File: src/rtl/fetch_unit_pkg.sv
// Shared fetch-path constants: the decoder-safe filler word and the sequential PC step.
package fetch_unit_pkg;

    localparam logic [31:0] FETCH_NOP = 32'h0000_0013;
    localparam logic [31:0] PC_INC    = 32'd4;

    function automatic logic is_word_aligned(input logic [31:0] addr);
        return addr[1:0] == 2'b00;
    endfunction

endpackage

File: src/rtl/fetch_unit.sv
// Instruction fetch front end: owns the PC, issues one word read at a time and
// presents the returned word to control until control advances or redirects.
module fetch_unit
    import fetch_unit_pkg::*;
#(
    parameter logic [31:0] RESET_PC  = 32'h0000_0000,
    parameter logic [31:0] NOP_INSTR = FETCH_NOP
) (
    input  logic        clk_i,
    input  logic        rst_i,
    output logic        imem_req_valid_o,
    input  logic        imem_req_ready_i,
    output logic [31:0] imem_addr_o,
    input  logic        imem_rsp_valid_i,
    input  logic [31:0] imem_rsp_data_i,
    input  logic        imem_rsp_err_i,
    input  logic        pc_sel_next_i,
    input  logic        redirect_valid_i,
    input  logic [31:0] redirect_pc_i,
    output logic        instr_valid_o,
    output logic [31:0] instr_o,
    output logic [31:0] pc_o,
    output logic        fault_o
);

    typedef enum logic [1:0] {
        ST_REQ   = 2'd0,
        ST_WAIT  = 2'd1,
        ST_HOLD  = 2'd2,
        ST_FAULT = 2'd3
    } state_t;

    state_t      r_state,       w_state;
    logic [31:0] r_pc,          w_pc;
    logic [31:0] r_pc_out,      w_pc_out;
    logic [31:0] r_instr,       w_instr;
    logic        r_instr_valid, w_instr_valid;
    logic        r_fault,       w_fault;
    logic        r_drop,        w_drop;
    logic        r_req_valid,   w_req_valid;
    logic        w_handshake;

    assign w_handshake = r_req_valid & imem_req_ready_i;

    always_comb begin
        w_state       = r_state;
        w_pc          = r_pc;
        w_pc_out      = r_pc_out;
        w_instr       = r_instr;
        w_instr_valid = r_instr_valid;
        w_fault       = r_fault;
        w_drop        = r_drop;

        if (redirect_valid_i) begin
            if (!is_word_aligned(redirect_pc_i)) begin
                w_state       = ST_FAULT;
                w_fault       = 1'b1;
                w_instr_valid = 1'b0;
            end else begin
                w_pc          = redirect_pc_i;
                w_instr_valid = 1'b0;
                w_fault       = 1'b0;
                case (r_state)
                    // A request already on the bus must have its response thrown away.
                    ST_REQ: begin
                        if (w_handshake) begin
                            w_state = ST_WAIT;
                            w_drop  = 1'b1;
                        end
                    end
                    ST_WAIT: begin
                        if (imem_rsp_valid_i) begin
                            w_state = ST_REQ;
                            w_drop  = 1'b0;
                        end else begin
                            w_drop  = 1'b1;
                        end
                    end
                    default: w_state = ST_REQ;
                endcase
            end
        end else begin
            case (r_state)
                ST_REQ: begin
                    if (w_handshake) w_state = ST_WAIT;
                end
                ST_WAIT: begin
                    if (imem_rsp_valid_i) begin
                        if (r_drop) begin
                            w_drop  = 1'b0;
                            w_state = ST_REQ;
                        end else if (imem_rsp_err_i) begin
                            w_fault = 1'b1;
                            w_state = ST_FAULT;
                        end else begin
                            w_instr       = imem_rsp_data_i;
                            w_pc_out      = r_pc;
                            w_instr_valid = 1'b1;
                            w_state       = ST_HOLD;
                        end
                    end
                end
                ST_HOLD: begin
                    if (pc_sel_next_i) begin
                        w_pc          = r_pc + PC_INC;
                        w_instr_valid = 1'b0;
                        w_state       = ST_REQ;
                    end
                end
                default: ;
            endcase
        end

        // Request valid is registered so it follows the state it will be asserted in.
        w_req_valid = (w_state == ST_REQ);
    end

    always_ff @(posedge clk_i) begin
        if (rst_i) begin
            r_state       <= ST_REQ;
            r_pc          <= RESET_PC;
            r_pc_out      <= RESET_PC;
            r_instr       <= NOP_INSTR;
            r_instr_valid <= 1'b0;
            r_fault       <= 1'b0;
            r_drop        <= 1'b0;
            r_req_valid   <= 1'b0;
        end else begin
            r_state       <= w_state;
            r_pc          <= w_pc;
            r_pc_out      <= w_pc_out;
            r_instr       <= w_instr;
            r_instr_valid <= w_instr_valid;
            r_fault       <= w_fault;
            r_drop        <= w_drop;
            r_req_valid   <= w_req_valid;
        end
    end

    assign imem_req_valid_o = r_req_valid;
    assign imem_addr_o      = r_pc;
    assign instr_valid_o    = r_instr_valid;
    assign instr_o          = r_instr_valid ? r_instr : NOP_INSTR;
    assign pc_o             = r_pc_out;
    assign fault_o          = r_fault;

endmodule
File: config.mk
export PLATFORM = sky130hd
export DESIGN_NAME = fetch_unit
export DESIGN_NICKNAME = d
export VERILOG_FILES = /design/src/rtl/fetch_unit_pkg.sv /design/src/rtl/fetch_unit.sv
export SDC_FILE = /design/constraint.sdc
export NUM_CORES = 1
export LEC_CHECK = 0
export ABC_AREA = 1
export CORE_MARGIN = 1
export CORE_UTILIZATION = 25
export CTS_CLUSTER_SIZE = 40
export DETAILED_ROUTE_END_ITERATION = 10
export SETUP_SLACK_MARGIN = 0.2
export SYNTH_ARGS = -nofsm -noshare
export SYNTH_HDL_FRONTEND = slang
export SYNTH_SLANG_ARGS = --single-unit
File: constraint.sdc
create_clock -name clk_i -period 1.6 [get_ports clk_i]
set_clock_uncertainty 0.15 [all_clocks]
set_input_delay 0.24 -clock clk_i [delete_from_list [all_inputs] [get_ports clk_i]]
set_output_delay 0.24 -clock clk_i [all_outputs]
set_load 0.05 [all_outputs]
==> results.yml, run 1 <==
outcome:
  status: "complete, but fails checks"
  violations: "setup timing"
synthesis:
  synth_top_area_share_pct: 41.0
  ys_ff_latch: 102
  syn_area_um2: 4990
  async_reset_ff_share_pct: 0
  netlist_instances: 757
  synth_edf_count: 0
  syn_area_per_cell_um2: 6.59
  synth.largest_area_cell: "dfxtp_1"
  ys_types: 34
  synthTopCellsByCount: "nand2_1 (173), nor2_1 (140), dfxtp_1 (102), o21ai_0 (89), inv_1 (69)"
  yosysMostFrequentCell: "nand2_1"
  yosysSeqAreaShare_pct: 41.0
  ys_warn_count: 0
  synthesis.nets: 829
  synth.area.top_cells: "dfxtp_1 (41%), nand2_1 (13%), nor2_1 (11%)"
  synth_ff_type: "dfxtp_1"
cts:
  htree_levels: 3
  worstSkewPairLatency_ns: 0.35
  cts_tree: "done"
  numCtsBuffers: 9
  clkTransAtPathRegs_ns: 0.08
  hold_buffers: 0
  cts_root_buf: "clkbuf_16"
  cts.path.max_buffers: 2
  cts.sinks: 102
global_route:
  grt_max_degree: 30
  grt.total_usage_pct: 20.7
  grt_pass1_wl_um: 32000
  grt_antenna_before_repair: 0
  grt_pass1_vias: 6021
  grt-ovfl-total: 0
routing:
  wl_per_cell_um: 16.7
  top_layer: "met4"
  dr.pass1.iters: 4
  drtIter0Drc: 352
  routed_wl_um: 22200
  drc: 0
  num_vias: 6211
  viasPerCell: 4.68
  met3_wirelength_um: 1220
  ant_nets: 0
  met1_length_um: 8950
  routed-wl-met2_um: 11500
worst_hold_path:
  hold_class: "primary input to register"
  hp-start: "imem_rsp_err_i"
floorplanning:
  die_h_um: 143
  fp.dieW_um: 143
  rows: 51
  io-pin-count: 170
  core_um2: 19500
  dieArea_um2: 20500
  start_util_pct: 25.5
setup_path:
  slowest_delay_ns: 0.46
  start_kind: "register"
  cp_cell_sequence: "buf_16 > nand2_4 > clkinvlp_4 > buf_12"
  startpoint: "instr_valid_o$_SDFFE_PP0P_"
  reg2reg_to: "r_instr[23]$_SDFFE_PP0P_"
  required_ns: 1.21
  slowest_stage: "dfxtp_4"
  endpoint_kind: "output port"
  criticalPathCategory: "register to output port"
  crit_fanout: 8
  endpoint: "instr_o[19]"
  r2r_start: "r_state[1]$_SDFF_PP0_"
  ff2ff_setup_slack_ns: -0.08
  worstPathArrival_ns: 1.30
  reg2reg_depth: 10
timing:
  max_freq_ghz: 0.593
  finalWorstSetupSlack_ns: -0.0868
  setup_tns_ns: -3.23
  fin_crit_ns: 1.69
  maxSlewViolCount: 0
  rsz0062_at_grt: "yes"
  slew_headroom_pct: 82.2
  setup_viol: 92
  hold_viol: 0
  fin_crit_sh_pct: 105
  worstMarginPinSlew_ns: 0.266
final_layout:
  fin_area_um2: 11500
  n_fill_cell: 1636
  multiInputGateArea_um2: 3540
  drive_gt1_share_pct: 54.5
  seq_area_um2: 2150
  syn2layout_area_growth_pct: 130
  nNetsFinal: 1130
  diodes: 0
  final_core_util_pct: 58.8
pwr:
  vdd_ir_drop_max_v: 0.000508
  leakage_nw: 4.74
  p_per_area_nw_per_um2: 568
placement:
  post-place-ws_ns: -0.423
  gp_congestion: 0.891
  dpl-instance-area_um2: 8720
  hpwl_um: 13400
  io_buffer_count: 169
job:
  drv_cap: 0
==> through the flow <==
stage	total power [mW]	hold slack (ns)	cells
after floorplan	3.26	0.216	757
after global placement	3.87	0.319	1221
after detailed placement	3.88	0.336	1221
after CTS	6.38	0.303	1305
after global routing	6.76	0.332	1328
final	6.52	0.282	1328
==> cell type report <==
type                            instances  share of cell area, %
Timing Repair Buffer                  325                   41.3
Clock buffer                            9                   1.96
Clock inverter                          7                  0.567
Inverter                               76                   3.64
Tap cell                              265                   2.89
Multi-Input combinational cell        543                   30.9
Timing Repair inverter                  1                 0.0981
Sequential cell                       102                   18.7
==> kinds of logic after synthesis <==
kind of cell	after synthesis	share of synthesized area (%)
buffers and inverters	112	9.79
AND/OR/NAND/NOR	389	33.2
flip-flops	102	41.0
AO/OA/AOI/OAI	153	15.8
adder cells (fa/ha/maj)	1	0.251
==> worst min path at each step <==
stage / end / slack [ns] / cells past startpoint
CTS: imem_addr_o[3]$_SDFFE_PP0P_ / 0.30 / 3
finish: fault_o$_SDFFE_PP0P_ / 0.28 / 4
global placement: r_instr[2]$_SDFFE_PP0P_ / 0.32 / 2
global route: fault_o$_SDFFE_PP0P_ / 0.33 / 4
floorplan: r_instr[0]$_SDFFE_PP1P_ / 0.22 / 2
detailed placement: imem_addr_o[0]$_SDFFE_PP0P_ / 0.34 / 2
==> worst max-delay path: cells and delay by family, from the launching register on <==
family                 cells  cell delay (ns)
flip-flops                 1             0.46
buffers and inverters      3             0.42
AND/OR/NAND/NOR            1             0.06
==> timing repair <==
action                                  CTS  global route
resized for setup                       267           149
endpoints found under the setup margin  147           155
pin swaps                                69            54
endpoints found under the hold margin     0             0
setup buffers                            47            20
cloned                                   21             3
==> layout by cell type (no fill, tap or decap), types with 28 or more instances in the layout <==
cell,netlist,routed
nor2_4,7,37
nand2_4,0,42
a21oi_1,49,34
o21ai_2,0,59
dfxtp_1,102,69
nand3_1,36,28
clkdlybuf4s50_1,0,67
buf_12,0,115
nor2_1,140,93
nand2_1,173,111
buf_6,6,45
clkinvlp_4,0,29
buf_4,4,67
inv_1,69,34
==> flip-flops by register name, summed over array words and instances, names as in the netlist <==
| signal | count |
|---|---|
| r_drop | 1 |
| r_state | 2 |
| fault_o | 1 |
| instr_valid_o | 1 |
| pc_o | 32 |
| r_instr | 32 |
| imem_addr_o | 32 |
| imem_req_valid_o | 1 |
==> per-layer routing <==
metal	vias up	GRT usage (%)
li1	3031	-
met1	2966	24.2
met2	178	37.4
met3	36	4.73
met4	0	6.38
met5	-	0
==> report_power, final <==
| part | leakage (nW) | total [mW] | internal (mW) | switching, mW |
|---|---|---|---|---|
| Sequential | 0.849 | 2.71 | 2.59 | 0.119 |
| Combinational | 3.75 | 1.59 | 0.825 | 0.768 |
| Clock | 0.140 | 2.21 | 1.09 | 1.12 |
Power figures use the tool's default switching activity.
==> run 2, diff against run 1 <==
--- a/config.mk
+++ b/config.mk
@@ -6,8 +6,9 @@
 export NUM_CORES = 1
 export LEC_CHECK = 0
 export ABC_AREA = 1
-export CORE_MARGIN = 1
+export CORE_MARGIN = 5
 export CORE_UTILIZATION = 25
+export CTS_BUF_LIST = sky130_fd_sc_hd__clkbuf_16
 export CTS_CLUSTER_SIZE = 40
 export DETAILED_ROUTE_END_ITERATION = 10
 export SETUP_SLACK_MARGIN = 0.2
==> results.yml, run 2 (synthesis results as in run 1) <==
routing:
  drc: 0
  ant_nets: 0
  num_vias: 6010
  wl_per_cell_um: 16.1
  dr.pass1.iters: 5
  drtIter0Drc: 349
  routed_wl_um: 20900
  viasPerCell: 4.63
cts:
  numCtsBuffers: 9
  cts.sinks: 102
  hold_buffers: 0
  htree_levels: 3
  worstSkewPairLatency_ns: 0.36
  cts_tree: "done"
  cts.path.max_buffers: 2
  clkTransAtPathRegs_ns: 0.07
  cts_root_buf: "clkbuf_16"
outcome:
  status: "complete, but fails checks"
  violations: "setup timing"
setup_path:
  crit_fanout: 6
  ff2ff_setup_slack_ns: -0.07
  slowest_delay_ns: 0.36
  criticalPathCategory: "register to output port"
  path_common_cell: "buf_12"
  slowest_stage: "dfxtp_4"
  worstPathArrival_ns: 1.34
  start_kind: "register"
  endpoint_kind: "output port"
  required_ns: 1.21
  cp_cell_sequence: "buf_12 > clkbuf_16 > nand2_2 > clkinvlp_4 > buf_12"
pwr:
  p_per_area_nw_per_um2: 609
  vdd_ir_drop_max_v: 0.000484
  leakage_nw: 4.31
final_layout:
  fin_cells: 1297
  seq_area_um2: 2150
  final_common_cell: "nand2_1"
  diodes: 0
  fin_area_um2: 10700
  final_core_util_pct: 55.0
  drive_gt1_share_pct: 47.8
  nNetsFinal: 1099
  n_fill_cell: 1716
  syn2layout_area_growth_pct: 115
  layout_common_cells: "nand2_1 (126), buf_12 (111), nor2_1 (79)"
  multiInputGateArea_um2: 3290
timing:
  slew_headroom_pct: 78.4
  worstMarginPinSlew_ns: 0.322
  hold_viol: 0
  maxSlewViolCount: 0
  setup_tns_ns: -3.18
  max_freq_ghz: 0.579
  setup_viol: 58
  fin_crit_sh_pct: 108
  fin_crit_ns: 1.73
  rsz0062_at_grt: "yes"
  finalWorstSetupSlack_ns: -0.126
job:
  drv_cap: 0
global_route:
  grt_pass1_wl_um: 31300
  grt_max_degree: 45
  grt_pass1_vias: 5835
  grt_antenna_before_repair: 0
  grt.total_usage_pct: 17.8
  grt-ovfl-total: 0
placement:
  io_buffer_count: 169
  dpl-instance-area_um2: 8640
  placed_cells: 1212
  hpwl_um: 14000
  gp_congestion: 0.883
  post-place-ws_ns: -0.334
floorplanning:
  core_um2: 19500
  start_util_pct: 25.5
  fp.dieW_um: 151
  io-pin-count: 170
  dieArea_um2: 22900
  rows: 51
  die_h_um: 151
worst_hold_path:
  hold_class: "register to register"
## run 2: report_power, final
| part | switching (mW) | internal [mW] |
|---|---|---|
| sequential | 0.113 | 2.59 |
| clock | 1.07 | 1.33 |
| combinational | 0.700 | 0.741 |
| total | 1.88 | 4.67 |
## run 2: timing repair
| item | CTS | global route |
|---|---|---|
| cloned | 11 | 3 |
| resized for setup | 189 | 110 |
| endpoints found under the hold margin | 0 | 0 |
| pin swaps | 77 | 46 |
| setup buffers | 38 | 17 |
| setup endpoints to repair | 141 | 149 |
## run 2: through the flow
step	hold WS, ns	power, mW
floorplan	0.216	3.26
global placement	0.320	3.86
detailed placement	0.330	3.87
CTS	0.335	6.45
global route	0.348	6.80
finish	0.336	6.55
## run 2: critical path, delay by kind of cell (launching register included)
family	cells	cell delay, ns
flip-flops	1	0.36
buffers and inverters	4	0.54
AND/OR/NAND/NOR	1	0.07
## run 2: path summary, 6_finish.rpt
check,to,cells past startpoint,start
worst min-delay path,r_instr[4]$_SDFFE_PP1P_,2,r_instr[4]$_SDFFE_PP1P_
worst max register to register,imem_addr_o[20]$_SDFFE_PP0P_,9,imem_addr_o[3]$_SDFFE_PP0P_
worst max-delay path,instr_o[28],5,instr_valid_o$_SDFFE_PP0P_
worst min register to register,r_instr[4]$_SDFFE_PP1P_,2,r_instr[4]$_SDFFE_PP1P_
## run 2: final cells by class
cell class | count | share of cell area (%)
Timing Repair Buffer | 294 | 39.4
Multi-Input combinational cell | 543 | 30.7
Sequential cell | 102 | 20.0
Inverter | 76 | 3.79
Tap cell | 265 | 3.09
Clock buffer | 10 | 2.33
Clock inverter | 6 | 0.676
Timing Repair inverter | 1 | 0.105
## run 2: per-layer routing
layer  vias to the layer above  GRT usage, %  wire length [um]
li1                       2962             -                 -
met1                      2817          23.1              8710
met2                       206          29.4             10300
met3                        25          3.59              1480
met4                         0          5.80               433
met5                         -             0                 0
==> run 3, diff against run 2 <==
--- a/config.mk
+++ b/config.mk
@@ -6,11 +6,13 @@
 export NUM_CORES = 1
 export LEC_CHECK = 0
 export ABC_AREA = 1
+export CAP_MARGIN = 20
 export CORE_MARGIN = 5
 export CORE_UTILIZATION = 25
 export CTS_BUF_LIST = sky130_fd_sc_hd__clkbuf_16
 export CTS_CLUSTER_SIZE = 40
 export DETAILED_ROUTE_END_ITERATION = 10
+export PLACE_DENSITY_LB_ADDON = 0.08
 export SETUP_SLACK_MARGIN = 0.2
 export SYNTH_ARGS = -nofsm -noshare
 export SYNTH_HDL_FRONTEND = slang
==> results.yml, run 3 (synthesis results as in run 1) <==
pwr:
  p_per_area_nw_per_um2: 587
  p_switching_mw: 1.89
  vdd_ir_drop_max_v: 0.000494
  p_int_mw: 4.51
  swShare_pct: 29.5
  leakage_nw: 4.35
  p_comb_share_pct: 23.3
  clockPowerShare_pct: 34.5
  seqPwrFrac_pct: 42.2
placement:
  hpwl_um: 14000
  dpl-instance-area_um2: 8670
  io_buffer_count: 169
  gp_congestion: 0.830
floorplanning:
  start_util_pct: 25.5
  rows: 51
  die_h_um: 151
  fp.dieW_um: 151
  io-pin-count: 170
  core_um2: 19500
  dieArea_um2: 22900
setup_path:
  cp_cell_sequence: "clkbuf_16 > nand2_2 > clkinvlp_4 > buf_12"
  start_kind: "register"
  cp.buffers_inverters: 3
  required_ns: 1.21
  endpoint_kind: "output port"
  ff2ff_setup_slack_ns: -0.04
  worstPathArrival_ns: 1.30
  slowest_stage: "dfxtp_4"
  cp_top_family: "flip-flops"
  reg2reg_depth: 10
  criticalPathCategory: "register to output port"
  crit_fanout: 10
  r2r_start: "imem_addr_o[2]$_SDFFE_PP0P_"
  slowest_delay_ns: 0.45
  reg2reg_to: "imem_addr_o[22]$_SDFFE_PP0P_"
outcome:
  status: "complete, but fails checks"
  violations: "setup timing"
timing:
  hold_ws_ns: 0.318
  max_freq_ghz: 0.591
  maxSlewViolCount: 0
  fin_crit_ns: 1.69
  fin_crit_sh_pct: 106
  rsz0062_at_grt: "yes"
  setup_viol: 39
  hold_viol: 0
  finalWorstSetupSlack_ns: -0.0931
  slew_headroom_pct: 74.7
  worstMarginPinSlew_ns: 0.378
final_layout:
  final_core_util_pct: 55.8
  nNetsFinal: 1102
  n_fill_cell: 1756
  final_common_cell: "nand2_1"
  syn2layout_area_growth_pct: 118
  fin_area_um2: 10900
  drive_gt1_share_pct: 48.3
  layout_common_cells: "nand2_1 (130), nor2_1 (117), buf_12 (115)"
  diodes: 0
routing:
  ant_nets: 0
  drtIter0Drc: 219
  routed_wl_um: 22100
  dr.pass1.iters: 4
  wl_per_cell_um: 17.0
  viasPerCell: 4.51
  num_vias: 5860
  drc: 0
global_route:
  grt.total_usage_pct: 18.9
  grt_pass1_vias: 5693
  grt_pass1_wl_um: 32800
  grt-ovfl-total: 0
  grt_antenna_before_repair: 0
  grt_max_degree: 31
worst_hold_path:
  worstHoldPathCells: 3
  hp-start: "redirect_pc_i[4]"
  hold-path-endpoint: "imem_addr_o[4]$_SDFFE_PP0P_"
  hold_class: "primary input to register"
cts:
  htree_levels: 3
  cts_root_buf: "clkbuf_16"
  cts.sinks: 102
  numCtsBuffers: 9
  cts.path.max_buffers: 2
  worstSkewPairLatency_ns: 0.36
  clkTransAtPathRegs_ns: 0.07
  cts_tree: "done"
job:
  drv_cap: 0
-- run 3: changes by cell type in the layout (fill, tap and decap cells not counted), sizes merged --
| cell | delta |
|---|---|
| clkbuf | +3 |
| clkinvlp | -1 |
| inv | -1 |
| buf | +1 |
| bufinv | -1 |
| clkinv | +2 |
-- run 3: layer usage --
metal  track usage [%]  wire, um  vias to the layer above  share of wire, %
met1              24.4      9330                     2728                42
met4              6.21       453                        0               2.1
li1                  -         -                     2970                 -
met2              32.2     11100                      138                50
met5                 0         0                        -                 0
met3              2.99      1210                       24               5.5
-- run 3: cell type report --
type / count / area, um^2 / share of cell area (%)
inverters: 76 / 412 / 3.78
multi-input cells: 543 / 3260 / 30.0
well taps: 265 / 332 / 3.05
clock buffers: 10 / 250 / 2.30
flip-flops and latches: 102 / 2150 / 19.7
repair buffers: 298 / 4450 / 40.8
clock inverters: 6 / 33.8 / 0.310
-- run 3: metrics by stage --
stage	setup slack (ns)	power [mW]	TNS [ns]	std cells
2_1_floorplan	-0.00186	3.26	-0.00186	757
3_3_place_gp	-0.312	3.87	-17.96	1216
3_5_place_dp	-0.362	3.87	-19.44	1216
4_1_cts	-0.0718	6.39	-1.15	1287
5_1_grt	-0.143	6.66	-6.92	1300
6_report	-0.0931	6.40	-1.92	1300
-- run 3: worst max path at each step --
stage	from	to	slack, ns	depth (start not counted)
floorplan	imem_addr_o[2]$_SDFFE_PP0P_	imem_addr_o[28]$_SDFFE_PP0P_	-0.002	10
global placement	redirect_valid_i	imem_addr_o[16]$_SDFFE_PP0P_	-0.31	7
global route	imem_addr_o[2]$_SDFFE_PP0P_	imem_addr_o[28]$_SDFFE_PP0P_	-0.14	10
finish	instr_valid_o$_SDFFE_PP0P_	instr_o[14]	-0.09	4
CTS	instr_valid_o$_SDFFE_PP0P_	instr_o[16]	-0.07	4
detailed placement	redirect_valid_i	imem_addr_o[12]$_SDFFE_PP0P_	-0.36	7
-- run 3: repair_timing --
action	CTS	global route
resized for setup	275	43
pin swaps	51	10
setup endpoints to repair	142	142
cloned	18	4
setup buffers	37	9
hold buffers	0	0
-- run 3: power by group through the flow --
stage | Combinational (mW) | Clock (mW) | Sequential (mW)
2_1_floorplan | 0.359 | 0 | 2.90
3_3_place_gp | 1.13 | 0 | 2.75
3_5_place_dp | 1.13 | 0 | 2.75
4_1_cts | 1.43 | 2.26 | 2.69
5_1_grt | 1.59 | 2.36 | 2.71
6_report | 1.49 | 2.20 | 2.70
-- run 3: worst reg2reg max path: cells and delay by family, from the launching register on --
kind            cells  cell delay [ns]
compound gates      1             0.05
simple gates        8             0.77
fa+ha+maj           1             0.15
flops               1             0.39
